--- src/rtl/wbs_bridge_pkg.sv ---
// Shared constants for the Wishbone-to-SRAM bridge: address prefix, CSR map and FSM states.
package wbs_bridge_pkg;

  localparam logic [11:0] BASE_PREFIX = 12'h300;

  localparam logic [15:0] CSR_MODE  = 16'h0000;
  localparam logic [15:0] CSR_DEBUG = 16'h0004;
  localparam logic [15:0] CSR_DONE  = 16'h0008;
  localparam logic [15:0] CSR_START = 16'h000C;
  localparam logic [15:0] CSR_BUSY  = 16'h0010;
  localparam logic [15:0] CSR_ERR   = 16'h0014;

  typedef enum logic [2:0] {
    ST_IDLE    = 3'd0,
    ST_WR_ACK  = 3'd1,
    ST_RD_WAIT = 3'd2,
    ST_RD_ACK  = 3'd3,
    ST_GAP     = 3'd4
  } state_e;

  function automatic logic csr_defined(input logic [15:0] off);
    case (off)
      CSR_MODE, CSR_DEBUG, CSR_DONE,
      CSR_START, CSR_BUSY, CSR_ERR: csr_defined = 1'b1;
      default:                      csr_defined = 1'b0;
    endcase
  endfunction

endpackage

--- src/rtl/wbs_addr_decode.sv ---
// Combinational split of a Wishbone address into region / half / entry and
// classification as CSR hit, memory hit or unmapped.
module wbs_addr_decode
  import wbs_bridge_pkg::*;
#(
  parameter int NUM_REGIONS = 4,
  parameter int MEM_AW      = 10
) (
  input  logic [31:0]       adr,
  output logic [3:0]        region,
  output logic              half,
  output logic [MEM_AW-1:0] entry,
  output logic              csr_hit,
  output logic              mem_hit,
  output logic              unmapped
);

  logic prefix_ok_s;

  assign prefix_ok_s = (adr[31:20] == BASE_PREFIX);
  assign region      = adr[19:16];
  assign half        = adr[2];
  assign entry       = adr[MEM_AW+2:3];
  assign csr_hit     = prefix_ok_s && (region == 4'd0) && csr_defined(adr[15:0]);
  assign mem_hit     = prefix_ok_s && (region != 4'd0) && (region <= 4'(NUM_REGIONS));
  assign unmapped    = !(csr_hit || mem_hit);

endmodule

--- src/rtl/wbs_mem_bridge.sv ---
// Wishbone slave bridging 32-bit bus accesses to wide per-region SRAMs, with a
// small CSR block and a one-entry read capture buffer for upper-half reads.
module wbs_mem_bridge
  import wbs_bridge_pkg::*;
#(
  parameter int NUM_REGIONS = 4,
  parameter int MEM_AW      = 10,
  parameter int ENTRY_W     = 64,
  parameter int RD_LAT      = 1
) (
  input  logic                           wb_clk_i,
  input  logic                           wb_rst_i,
  input  logic                           wbs_stb_i,
  input  logic                           wbs_cyc_i,
  input  logic                           wbs_we_i,
  input  logic [3:0]                     wbs_sel_i,
  input  logic [31:0]                    wbs_adr_i,
  input  logic [31:0]                    wbs_dat_i,
  output logic                           wbs_ack_o,
  output logic [31:0]                    wbs_dat_o,
  output logic [NUM_REGIONS-1:0]         mem_csb_o,
  output logic                           mem_web_o,
  output logic [MEM_AW-1:0]              mem_addr_o,
  output logic [ENTRY_W-1:0]             mem_wdata_o,
  input  logic [NUM_REGIONS*ENTRY_W-1:0] mem_rdata_i,
  input  logic                           done_i,
  input  logic                           busy_i,
  output logic                           start_o,
  output logic [1:0]                     mode_o,
  output logic                           debug_o
);

  localparam int UW = ENTRY_W - 32;

  state_e state_r, state_next;

  logic [3:0]        dec_region;
  logic              dec_half, dec_csr_hit, dec_mem_hit, dec_unmapped;
  logic [MEM_AW-1:0] dec_entry;

  logic                   ack_r, ack_s;
  logic [31:0]            dat_r, dat_s;
  logic [NUM_REGIONS-1:0] csb_r, csb_s, region_csb_s;
  logic                   web_r, web_s;
  logic [MEM_AW-1:0]      addr_r, addr_s;
  logic [ENTRY_W-1:0]     wdata_r, wdata_s;
  logic                   start_r, start_s;
  logic [1:0]             mode_r, mode_s;
  logic                   debug_r, debug_s, done_r, done_s, err_r, err_s;
  logic [31:0]            hold_r, hold_s, csr_rdata_s;
  logic                   cap_valid_r, cap_valid_s, cap_hit_s;
  logic [3:0]             cap_region_r, cap_region_s;
  logic [MEM_AW-1:0]      cap_entry_r, cap_entry_s;
  logic [UW-1:0]          cap_upper_r, cap_upper_s;
  logic [3:0]             req_region_r, req_region_s;
  logic                   req_half_r, req_half_s;
  logic [MEM_AW-1:0]      req_entry_r, req_entry_s;
  logic [1:0]             lat_cnt_r, lat_cnt_s;
  logic [ENTRY_W-1:0]     rdata_sel_s;
  logic                   unused_sel_s;

  assign unused_sel_s = ^wbs_sel_i;

  wbs_addr_decode #(
    .NUM_REGIONS(NUM_REGIONS),
    .MEM_AW     (MEM_AW)
  ) u_decode (
    .adr     (wbs_adr_i),
    .region  (dec_region),
    .half    (dec_half),
    .entry   (dec_entry),
    .csr_hit (dec_csr_hit),
    .mem_hit (dec_mem_hit),
    .unmapped(dec_unmapped)
  );

  assign cap_hit_s = cap_valid_r && (cap_region_r == dec_region) && (cap_entry_r == dec_entry);

  // Region one-hot (active-low) for the incoming request and read-data slice for the held request.
  always_comb begin
    region_csb_s = {NUM_REGIONS{1'b1}};
    rdata_sel_s  = {ENTRY_W{1'b0}};
    for (int r = 0; r < NUM_REGIONS; r++) begin
      region_csb_s[r] = (dec_region != 4'(r + 1));
      rdata_sel_s = rdata_sel_s | ({ENTRY_W{req_region_r == 4'(r + 1)}} & mem_rdata_i[r*ENTRY_W +: ENTRY_W]);
    end
  end

  // CSR read mux.
  always_comb begin
    case (wbs_adr_i[15:0])
      CSR_MODE:  csr_rdata_s = {30'd0, mode_r};
      CSR_DEBUG: csr_rdata_s = {31'd0, debug_r};
      CSR_DONE:  csr_rdata_s = {31'd0, done_r};
      CSR_BUSY:  csr_rdata_s = {31'd0, busy_i};
      CSR_ERR:   csr_rdata_s = {31'd0, err_r};
      default:   csr_rdata_s = 32'd0;
    endcase
  end

  // Next state and next value of every registered output.
  always_comb begin
    state_next   = state_r;
    ack_s        = 1'b0;
    dat_s        = 32'd0;
    csb_s        = {NUM_REGIONS{1'b1}};
    web_s        = 1'b1;
    addr_s       = addr_r;
    wdata_s      = wdata_r;
    start_s      = 1'b0;
    mode_s       = mode_r;
    debug_s      = debug_r;
    done_s       = done_r;
    err_s        = err_r;
    hold_s       = hold_r;
    cap_valid_s  = cap_valid_r;
    cap_region_s = cap_region_r;
    cap_entry_s  = cap_entry_r;
    cap_upper_s  = cap_upper_r;
    req_region_s = req_region_r;
    req_half_s   = req_half_r;
    req_entry_s  = req_entry_r;
    lat_cnt_s    = lat_cnt_r;

    case (state_r)
      ST_IDLE: begin
        if (wbs_cyc_i && wbs_stb_i) begin
          req_region_s = dec_region;
          req_half_s   = dec_half;
          req_entry_s  = dec_entry;
          lat_cnt_s    = 2'd0;
          if (dec_unmapped) begin
            err_s      = 1'b1;
            ack_s      = 1'b1;
            state_next = wbs_we_i ? ST_WR_ACK : ST_RD_ACK;
          end else if (wbs_we_i) begin
            ack_s      = 1'b1;
            state_next = ST_WR_ACK;
            if (dec_csr_hit) begin
              case (wbs_adr_i[15:0])
                CSR_MODE:  mode_s  = wbs_dat_i[1:0];
                CSR_DEBUG: debug_s = wbs_dat_i[0];
                CSR_DONE:  done_s  = 1'b0;
                CSR_START: start_s = wbs_dat_i[0];
                CSR_ERR:   err_s   = 1'b0;
                default:   mode_s  = mode_r;
              endcase
            end else begin
              if (cap_hit_s) begin
                cap_valid_s = 1'b0;
              end else begin
                cap_valid_s = cap_valid_r;
              end
              if (dec_half) begin
                csb_s   = region_csb_s;
                web_s   = 1'b0;
                addr_s  = dec_entry;
                wdata_s = {wbs_dat_i[ENTRY_W-33:0], hold_r};
              end else begin
                hold_s = wbs_dat_i;
              end
            end
          end else if (dec_csr_hit || (dec_half && cap_hit_s)) begin
            ack_s      = 1'b1;
            state_next = ST_RD_ACK;
            dat_s      = dec_csr_hit ? csr_rdata_s : 32'(cap_upper_r);
          end else begin
            state_next = ST_RD_WAIT;
            csb_s      = region_csb_s;
            addr_s     = dec_entry;
          end
        end else begin
          state_next = ST_IDLE;
        end
      end
      ST_RD_WAIT: begin
        if (lat_cnt_r == 2'(RD_LAT - 1)) begin
          state_next   = ST_RD_ACK;
          ack_s        = 1'b1;
          dat_s        = req_half_r ? 32'(rdata_sel_s[ENTRY_W-1:32]) : rdata_sel_s[31:0];
          cap_valid_s  = 1'b1;
          cap_region_s = req_region_r;
          cap_entry_s  = req_entry_r;
          cap_upper_s  = rdata_sel_s[ENTRY_W-1:32];
        end else begin
          lat_cnt_s = lat_cnt_r + 2'd1;
        end
      end
      ST_WR_ACK, ST_RD_ACK: state_next = ST_GAP;
      ST_GAP:               state_next = ST_IDLE;
      default:              state_next = ST_IDLE;
    endcase

    // A done_i level in the same cycle as a clearing write leaves the flag set.
    done_s = done_s | done_i;
  end

  // FSM state register.
  always_ff @(posedge wb_clk_i or posedge wb_rst_i) begin
    if (wb_rst_i) begin
      state_r <= ST_IDLE;
    end else begin
      state_r <= state_next;
    end
  end

  // Output, CSR, hold and capture-buffer registers.
  always_ff @(posedge wb_clk_i or posedge wb_rst_i) begin
    if (wb_rst_i) begin
      ack_r        <= 1'b0;
      dat_r        <= 32'd0;
      csb_r        <= {NUM_REGIONS{1'b1}};
      web_r        <= 1'b1;
      addr_r       <= {MEM_AW{1'b0}};
      wdata_r      <= {ENTRY_W{1'b0}};
      start_r      <= 1'b0;
      mode_r       <= 2'd0;
      debug_r      <= 1'b0;
      done_r       <= 1'b0;
      err_r        <= 1'b0;
      hold_r       <= 32'd0;
      cap_valid_r  <= 1'b0;
      cap_region_r <= 4'd0;
      cap_entry_r  <= {MEM_AW{1'b0}};
      cap_upper_r  <= {UW{1'b0}};
      req_region_r <= 4'd0;
      req_half_r   <= 1'b0;
      req_entry_r  <= {MEM_AW{1'b0}};
      lat_cnt_r    <= 2'd0;
    end else begin
      ack_r        <= ack_s;
      dat_r        <= dat_s;
      csb_r        <= csb_s;
      web_r        <= web_s;
      addr_r       <= addr_s;
      wdata_r      <= wdata_s;
      start_r      <= start_s;
      mode_r       <= mode_s;
      debug_r      <= debug_s;
      done_r       <= done_s;
      err_r        <= err_s;
      hold_r       <= hold_s;
      cap_valid_r  <= cap_valid_s;
      cap_region_r <= cap_region_s;
      cap_entry_r  <= cap_entry_s;
      cap_upper_r  <= cap_upper_s;
      req_region_r <= req_region_s;
      req_half_r   <= req_half_s;
      req_entry_r  <= req_entry_s;
      lat_cnt_r    <= lat_cnt_s;
    end
  end

  assign wbs_ack_o   = ack_r;
  assign wbs_dat_o   = dat_r;
  assign mem_csb_o   = csb_r;
  assign mem_web_o   = web_r;
  assign mem_addr_o  = addr_r;
  assign mem_wdata_o = wdata_r;
  assign start_o     = start_r;
  assign mode_o      = mode_r;
  assign debug_o     = debug_r;

endmodule
--- config.mk ---
export PLATFORM = sky130hd
export DESIGN_NAME = wbs_mem_bridge
export DESIGN_NICKNAME = d
export VERILOG_FILES = /design/src/rtl/wbs_bridge_pkg.sv /design/src/rtl/wbs_addr_decode.sv /design/src/rtl/wbs_mem_bridge.sv
export SDC_FILE = /design/constraint.sdc
export NUM_CORES = 1
export LEC_CHECK = 0
export CAP_MARGIN = 20
export CORE_AREA = 2 2 174 176
export DETAILED_ROUTE_END_ITERATION = 8
export DIE_AREA = 0 0 176 178
export DONT_BUFFER_PORTS = 1
export GPL_ROUTABILITY_DRIVEN = 0
export PLACE_DENSITY_LB_ADDON = 0.25
export SYNTH_ARGS = -nofsm -noshare
export SYNTH_HDL_FRONTEND = slang
export SYNTH_SLANG_ARGS = --single-unit
--- constraint.sdc ---
create_clock -name wb_clk_i -period 16.26 [get_ports wb_clk_i]
set_input_delay 0.813 -clock wb_clk_i [delete_from_list [all_inputs] [get_ports wb_clk_i]]
set_output_delay 0.813 -clock wb_clk_i [all_outputs]
set_load 0.02 [all_outputs]
; ---- Word level (Yosys, flattened, before mapping)
; Index checks and enable logic that the tools add are counted.
[classes]
bitwise = 10
add_sub_neg = 1
eq_ne = 32
muxes = 66
reduce_logical = 28
order_cmp = 1
[op_table]
columns = operator, n
row1 = bitwise AND 64 bit, 4
row2 = two-way mux 32 bit, 7
row3 = bitwise OR 64 bit, 3
row4 = case mux 32 bit (2 select lines), 1
row5 = two-way mux 10 bit, 4
row6 = two-way mux 1 bit, 35
row7 = "equality test 16 x 4 -> 1 bit, second input constant", 2
row8 = "equality test 16 x 5 -> 1 bit, second input constant", 2
row9 = AND reduction 6 bit, 5
row10 = two-way mux 4 bit, 7
row11 = "!= test 2 bit, second input constant", 11
row12 = "equality test 16 x 3 -> 1 bit, second input constant", 1
row13 = zero test 16 bit, 1
row14 = "equality test 12 x 10 -> 1 bit, second input constant", 1
row15 = equality test 10 bit, 1
row16 = two-way mux 2 bit, 5
row17 = case mux 2 bit (5 select lines), 1
row18 = case mux 3 bit (3 select lines), 1
row19 = "equality test 4 x 2 -> 1 bit, second input constant", 2
row20 = logical AND 1 bit, 8
row21 = "!= test 4 x 2 -> 1 bit, second input constant", 2
row22 = AND reduction 7 bit, 1
row23 = "equality test 3 x 2 -> 1 bit, second input constant", 2
row24 = two-way mux 3 bit, 2
row25 = 24 further kinds, 29
[totals]
out_inout_bits = 116
register_bits = 217
input_bits = 331
wordCells = 159

; ---- Depth between registers and ports, before layout
[logic_depth]
ltp_word = 10
ltp_mapped = 9
depth_no_buf = 5

; ---- Cells and area by module
; From an unflattened synthesis, not the netlist that was laid out.
[hier_totals]
hier_cells = 962
hier_area_um2 = 10259.8
[modules_own_cells]
columns = module, cells_each, area_each_um2, seq_area_each_um2, n_inst
row1 = wbs_mem_bridge, 929, 10035.9, 5436.5, 1
row2 = wbs_addr_decode, 33, 224.0, 0.0, 1

; ---- Worst setup path after synthesis
; No wires, ideal clock.
[synth_timing]
path_type = input -> register
start = input wbs_adr_i[4]
end = register addr_r[0], in the netlist mem_addr_o[0]
setup_slack_ns = 13.687
path_buffers = 1
stages = 6
setup_time_ns = 0.125
required_time_ns = 16.135
t_arrival_ns = 2.448
cell_sequence = buf_2 > xnor2_1 > nand4_1 > or4_4 > o2111ai_4 > mux2_2
[synth_via]
elab_chain_len = 7
elab_cells_between_ends = 17
classes_between = 8 x eq/ne / 1 x mux / 8 x reduce/logical
[synth_rtl]
columns = element, line
row1 = "start, declared", wbs_mem_bridge.sv:17  ; input logic [31:0] wbs_adr_i,
row2 = equality test 16 x 3 -> 1 bit (tied with other cells), wbs_bridge_pkg.sv:22  ; case (off)
row3 = OR reduction 6 bit, wbs_bridge_pkg.sv:22
row4 = two-way mux 1 bit, wbs_bridge_pkg.sv:22
row5 = logical AND 1 bit, wbs_addr_decode.sv:24  ; assign csr_hit = prefix_ok_s && (region == 4'd0) && csr_defined(adr[15:0]);
row6 = logical OR 1 bit, wbs_mem_bridge.sv:163  ; end else if (dec_csr_hit || (dec_half && cap_hit_s)) begin
row7 = != test 2 bit (no source line), n/a
row8 = AND reduction 6 bit (no source line) *, n/a
row9 = "end signal, assigned", wbs_mem_bridge.sv:214  ; addr_r <= {MEM_AW{1'b0}};
row10 = "end signal, assigned", wbs_mem_bridge.sv:235  ; addr_r <= addr_s;
row11 = "end, declared", wbs_mem_bridge.sv:45  ; logic [MEM_AW-1:0] addr_r, addr_s;
; Every way passes the cells marked *; elsewhere a longest branch is shown, timed or not.
; A chain may end at the register's enable or synchronous reset.

; ---- Worst setup path after layout
[layout_timing]
start = register req_region_r[0]
end = register dat_r[1], in the netlist wbs_dat_o[1]
[layout_via]
elab_chain_len = 8
elab_cells_between_ends = 14
classes_between = 4 x eq/ne / 3 x mux / 7 x bitwise
[layout_rtl]
columns = element, line
row1 = "start, declared", wbs_mem_bridge.sv:55  ; logic [3:0] req_region_r, req_region_s;
row2 = "start signal, assigned", wbs_mem_bridge.sv:247  ; req_region_r <= req_region_s;
row3 = equality test 4 x 1 -> 1 bit or equality test 4 x 2 -> 1 bit (tied branches), wbs_mem_bridge.sv:85  ; rdata_sel_s = rdata_sel_s | ({ENTRY_W{req_region_r == 4'(r + 1)}} & mem_rdata_i[r*ENTRY_W +: ENTRY_W]);
row4 = bitwise AND 64 bit, wbs_mem_bridge.sv:85
row5 = bitwise OR 64 bit (2 in series), wbs_mem_bridge.sv:85
row6 = bitwise OR 64 bit *, wbs_mem_bridge.sv:85
row7 = two-way mux 32 bit *, wbs_mem_bridge.sv:180  ; dat_s = req_half_r ? 32'(rdata_sel_s[ENTRY_W-1:32]) : rdata_sel_s[31:0];
row8 = two-way mux 32 bit *, wbs_mem_bridge.sv:177  ; if (lat_cnt_r == 2'(RD_LAT - 1)) begin
row9 = case mux 32 bit (2 select lines) *, wbs_mem_bridge.sv:125  ; case (state_r)
row10 = named net dat_s[1], wbs_mem_bridge.sv:42  ; logic [31:0] dat_r, dat_s;
row11 = "end signal, assigned", wbs_mem_bridge.sv:232  ; dat_r <= dat_s;
row12 = "end, declared", wbs_mem_bridge.sv:42
; Mark *: on every way through the listed nets, which the timed path passes. The rest lies on a longest branch.

==> metrics.txt <==
status=finished, final reports clean; Power Internal=0.00118 W; Net Sw Frac=0.352; hold-fix buffer count after cts=0; CP max-delay cell=dfrtp_1; initial antenna violation count=7; nets=1192; Final Cell Area=11500 um^2; Synth Flop Type=dfrtp_1; leakage power=5.37 nW; met1 Resource Use GR=0.244; synth top area cells=dfrtp_1 51%, mux2_1 6.8%, mux2_2 5.1%; top-count cell post-synth=dfrtp_1; PortBufs=0; fmax=335 MHz; Layout Cells excl Fill=1273; Max-slew headroom=0.360; CTS H-Tree Depth=1; clock latency at the later pin of the worst-skew pair=0.52 ns; vias per inst=5.84; Core Area=29400 um^2; RSZ-0062 raised after global routing=no; endpoint class of the critical path=flop; top cells by count, synth=212 x dfrtp_1, 120 x nand2_1, 62 x mux2_1; Starting Density=0.351; root buffer cell=clkbuf_16; Reg2Reg Depth=6; Resize count post-CTS=0; kind of start point of the critical path=flop; Residual DRC=0; Seq/Total Area, Yosys=0.527; r2r setup slk=13.27 ns; CTS buffer count=25; site row count=63; die area=31300 um^2; vias in the first global route=7361; post-CTS setup buffers=0; post-synthesis cell area=10300 um^2; filler cell count=2875; Final Max Tran Viols=0; clock period minus worst slack=2.99 ns; share of cells above drive strength 1=0.150; clock share of power=0.329; post-route ant nets=0; Die H=178 um; Least-Margin Pin Slew=0.960 ns; worst min path class=in -> async; RR Endpoint=wbs_dat_o[1]$_DFF_PP0_; M2 GR Usage=0.289; Die W=176 um; Stages on worst setup path=6; vias=7437; Ports=447; Syn Nets=1230; post-detail-place hpwl=22.3 mm; Post-synth ARST share=1.00; global-route wire length before repair=44.4 mm; cell mode on critical path=o211ai_1; CP delay by family, top=compound AO/OA/AOI/OAI gates; total track usage=0.185; final setup fails=0; Worst EP arrival=3.41 ns; placed cell areas=10600 um^2; CP bufs+invs=1; Post-synth EDFFs=0; register share of total power=0.396; largest net degree at the start of global routing=75; drt first-iter violations=517; global route overflow=0; DRT Pass-1 Iters=5; CP max stage delay=0.72 ns; period utilization=0.184; CP Launch Point=req_region_r[0]$_DFFE_PP0P_; Final Hold Vio Count=0; VDD IR max=0.0000820 V; CTS sink cnt=217; worst-path cell chain=nor4bb_4 > buf_4 > a22oi_1 > o211ai_1 > o211ai_1 > o211ai_1; CTS tree=done; setup TNS=0 ns; Yosys warning count=0; combinational group share of total power=0.275; clk_skew=0.0118 ns; crit-path max FO=60; Psw=0.000643 W; Post-Synthesis Cells=898; WL/cell=24.0 um; worst r2r src=req_region_r[0]$_DFFE_PP0P_; Mean Syn Cell Area=11.5 um^2; worst setup path category=reg -> reg; busiest layer in global routing=met2; end of the critical path=wbs_dat_o[1]$_DFF_PP0_; Inst Count DP=1223; grt met3 use=0.0573; cell taking the most area after synthesis=dfrtp_1; Syn-to-layout area delta=11.3%; proportion of netlist area held by the largest area contributor=0.515; CTS max path bufs=3; Synth cell types=60; final wirelength=30.6 mm; synthesized flop and latch total=217; CTS clk-pin slew, worst paths=0.06 ns; Cell Pwr Density=159 nW/um^2; WP data required=16.68 ns; Max Cap Viol=0
[area by class of cell]
| class | count | area [um^2] | share of cell area |
|---|---|---|---|
| Sequential cell | 217 | 5440 | 0.474 |
| Multi-Input combinational cell | 595 | 4520 | 0.394 |
| Clock buffer | 30 | 664 | 0.0579 |
| Tap cell | 390 | 488 | 0.0425 |
| Clock inverter | 16 | 224 | 0.0195 |
| Timing Repair Buffer | 13 | 97.6 | 0.00850 |
| Inverter | 8 | 37.5 | 0.00327 |
| Antenna cell | 4 | 10.0 | 0.000872 |
[layout by cell type (no fill, tap or decap), types with 4 or more instances in the layout]
master     count
a22oi_1       34
xnor2_1       14
o211ai_1       4
nor2_1        10
mux2_1        62
nor4_1         5
o21ai_0       41
a221oi_1      60
nand3b_1       4
mux2_2        47
dfstp_2        5
bufinv_16      5
nor3_1         4
nand2_1      120
a22o_1        57
inv_1          7
nand4_1       12
buf_4         13
diode_2        4
clkbuf_16     25
dfrtp_1      211
clkinv_2       5
a21o_1        30
nand3_1       10
a21oi_1       28
[registers in the layout, summed over array words and instances (netlist names), 2 cells and up]
name and flops:
cap_entry_r 10, cap_region_r 4, cap_upper_r 32, hold_r 32, lat_cnt_r 2, mem_addr_o 10
mem_csb_o 4, mem_wdata_o 64, mode_o 2, req_entry_r 10, req_region_r 4, state_r 3
wbs_dat_o 32
[per-stage QoR]
stage	power (W)	util	hold WS, ns	setup WS [ns]
after detailed placement	0.00124	0.360	0.447	13.22
after floorplan	0.00109	-	0.418	9.52
final	0.00183	0.390	0.178	13.27
after global routing	0.00194	0.390	0.203	13.08
after CTS	0.00185	0.390	0.181	13.25
after global placement	0.00123	0.360	0.441	13.21
[power groups by stage]
stage          Combinational, W  Clock (W)  Sequential (W)
2_1_floorplan          0.000396          0        0.000692
5_1_grt                0.000556   0.000645        0.000736
4_1_cts                0.000506   0.000621        0.000724
6_report               0.000502   0.000601        0.000723
3_3_place_gp           0.000496          0        0.000731
3_5_place_dp           0.000503          0        0.000732
[routing by layer]
metal | vias up | routed length [um]
li1 | 3291 | -
met1 | 3746 | 13000
met2 | 334 | 14100
met3 | 60 | 2600
met4 | 6 | 923
met5 | - | 32
[worst min-delay path by stage]
| stage | cells after the start | to | slack, ns | from |
|---|---|---|---|---|
| after floorplan | 1 | state_r[2]$_DFFE_PP0N_ | 0.42 | state_r[2]$_DFFE_PP0N_ |
| after global placement | 1 | state_r[2]$_DFFE_PP0N_ | 0.44 | state_r[2]$_DFFE_PP0N_ |
| final | 1 | mem_wdata_o[38]$_DFFE_PP0P_ | 0.18 | wb_rst_i |
| after global routing | 1 | cap_upper_r[10]$_DFFE_PP0P_ | 0.20 | wb_rst_i |
| after CTS | 1 | cap_upper_r[10]$_DFFE_PP0P_ | 0.18 | wb_rst_i |
| after detailed placement | 1 | state_r[2]$_DFFE_PP0N_ | 0.45 | state_r[2]$_DFFE_PP0N_ |
[logic make-up after synthesis]
family          count (synthesis)  share of synthesized area
simple gates                  196                     0.0960
compound gates                272                      0.199
xor+xnor                       14                     0.0119
mux                           112                      0.123
flops                         217                      0.527
fa+ha+maj                       1                    0.00121
buf+inv                        86                     0.0411
No activity file was read; power rests on OpenSTA's default activity.
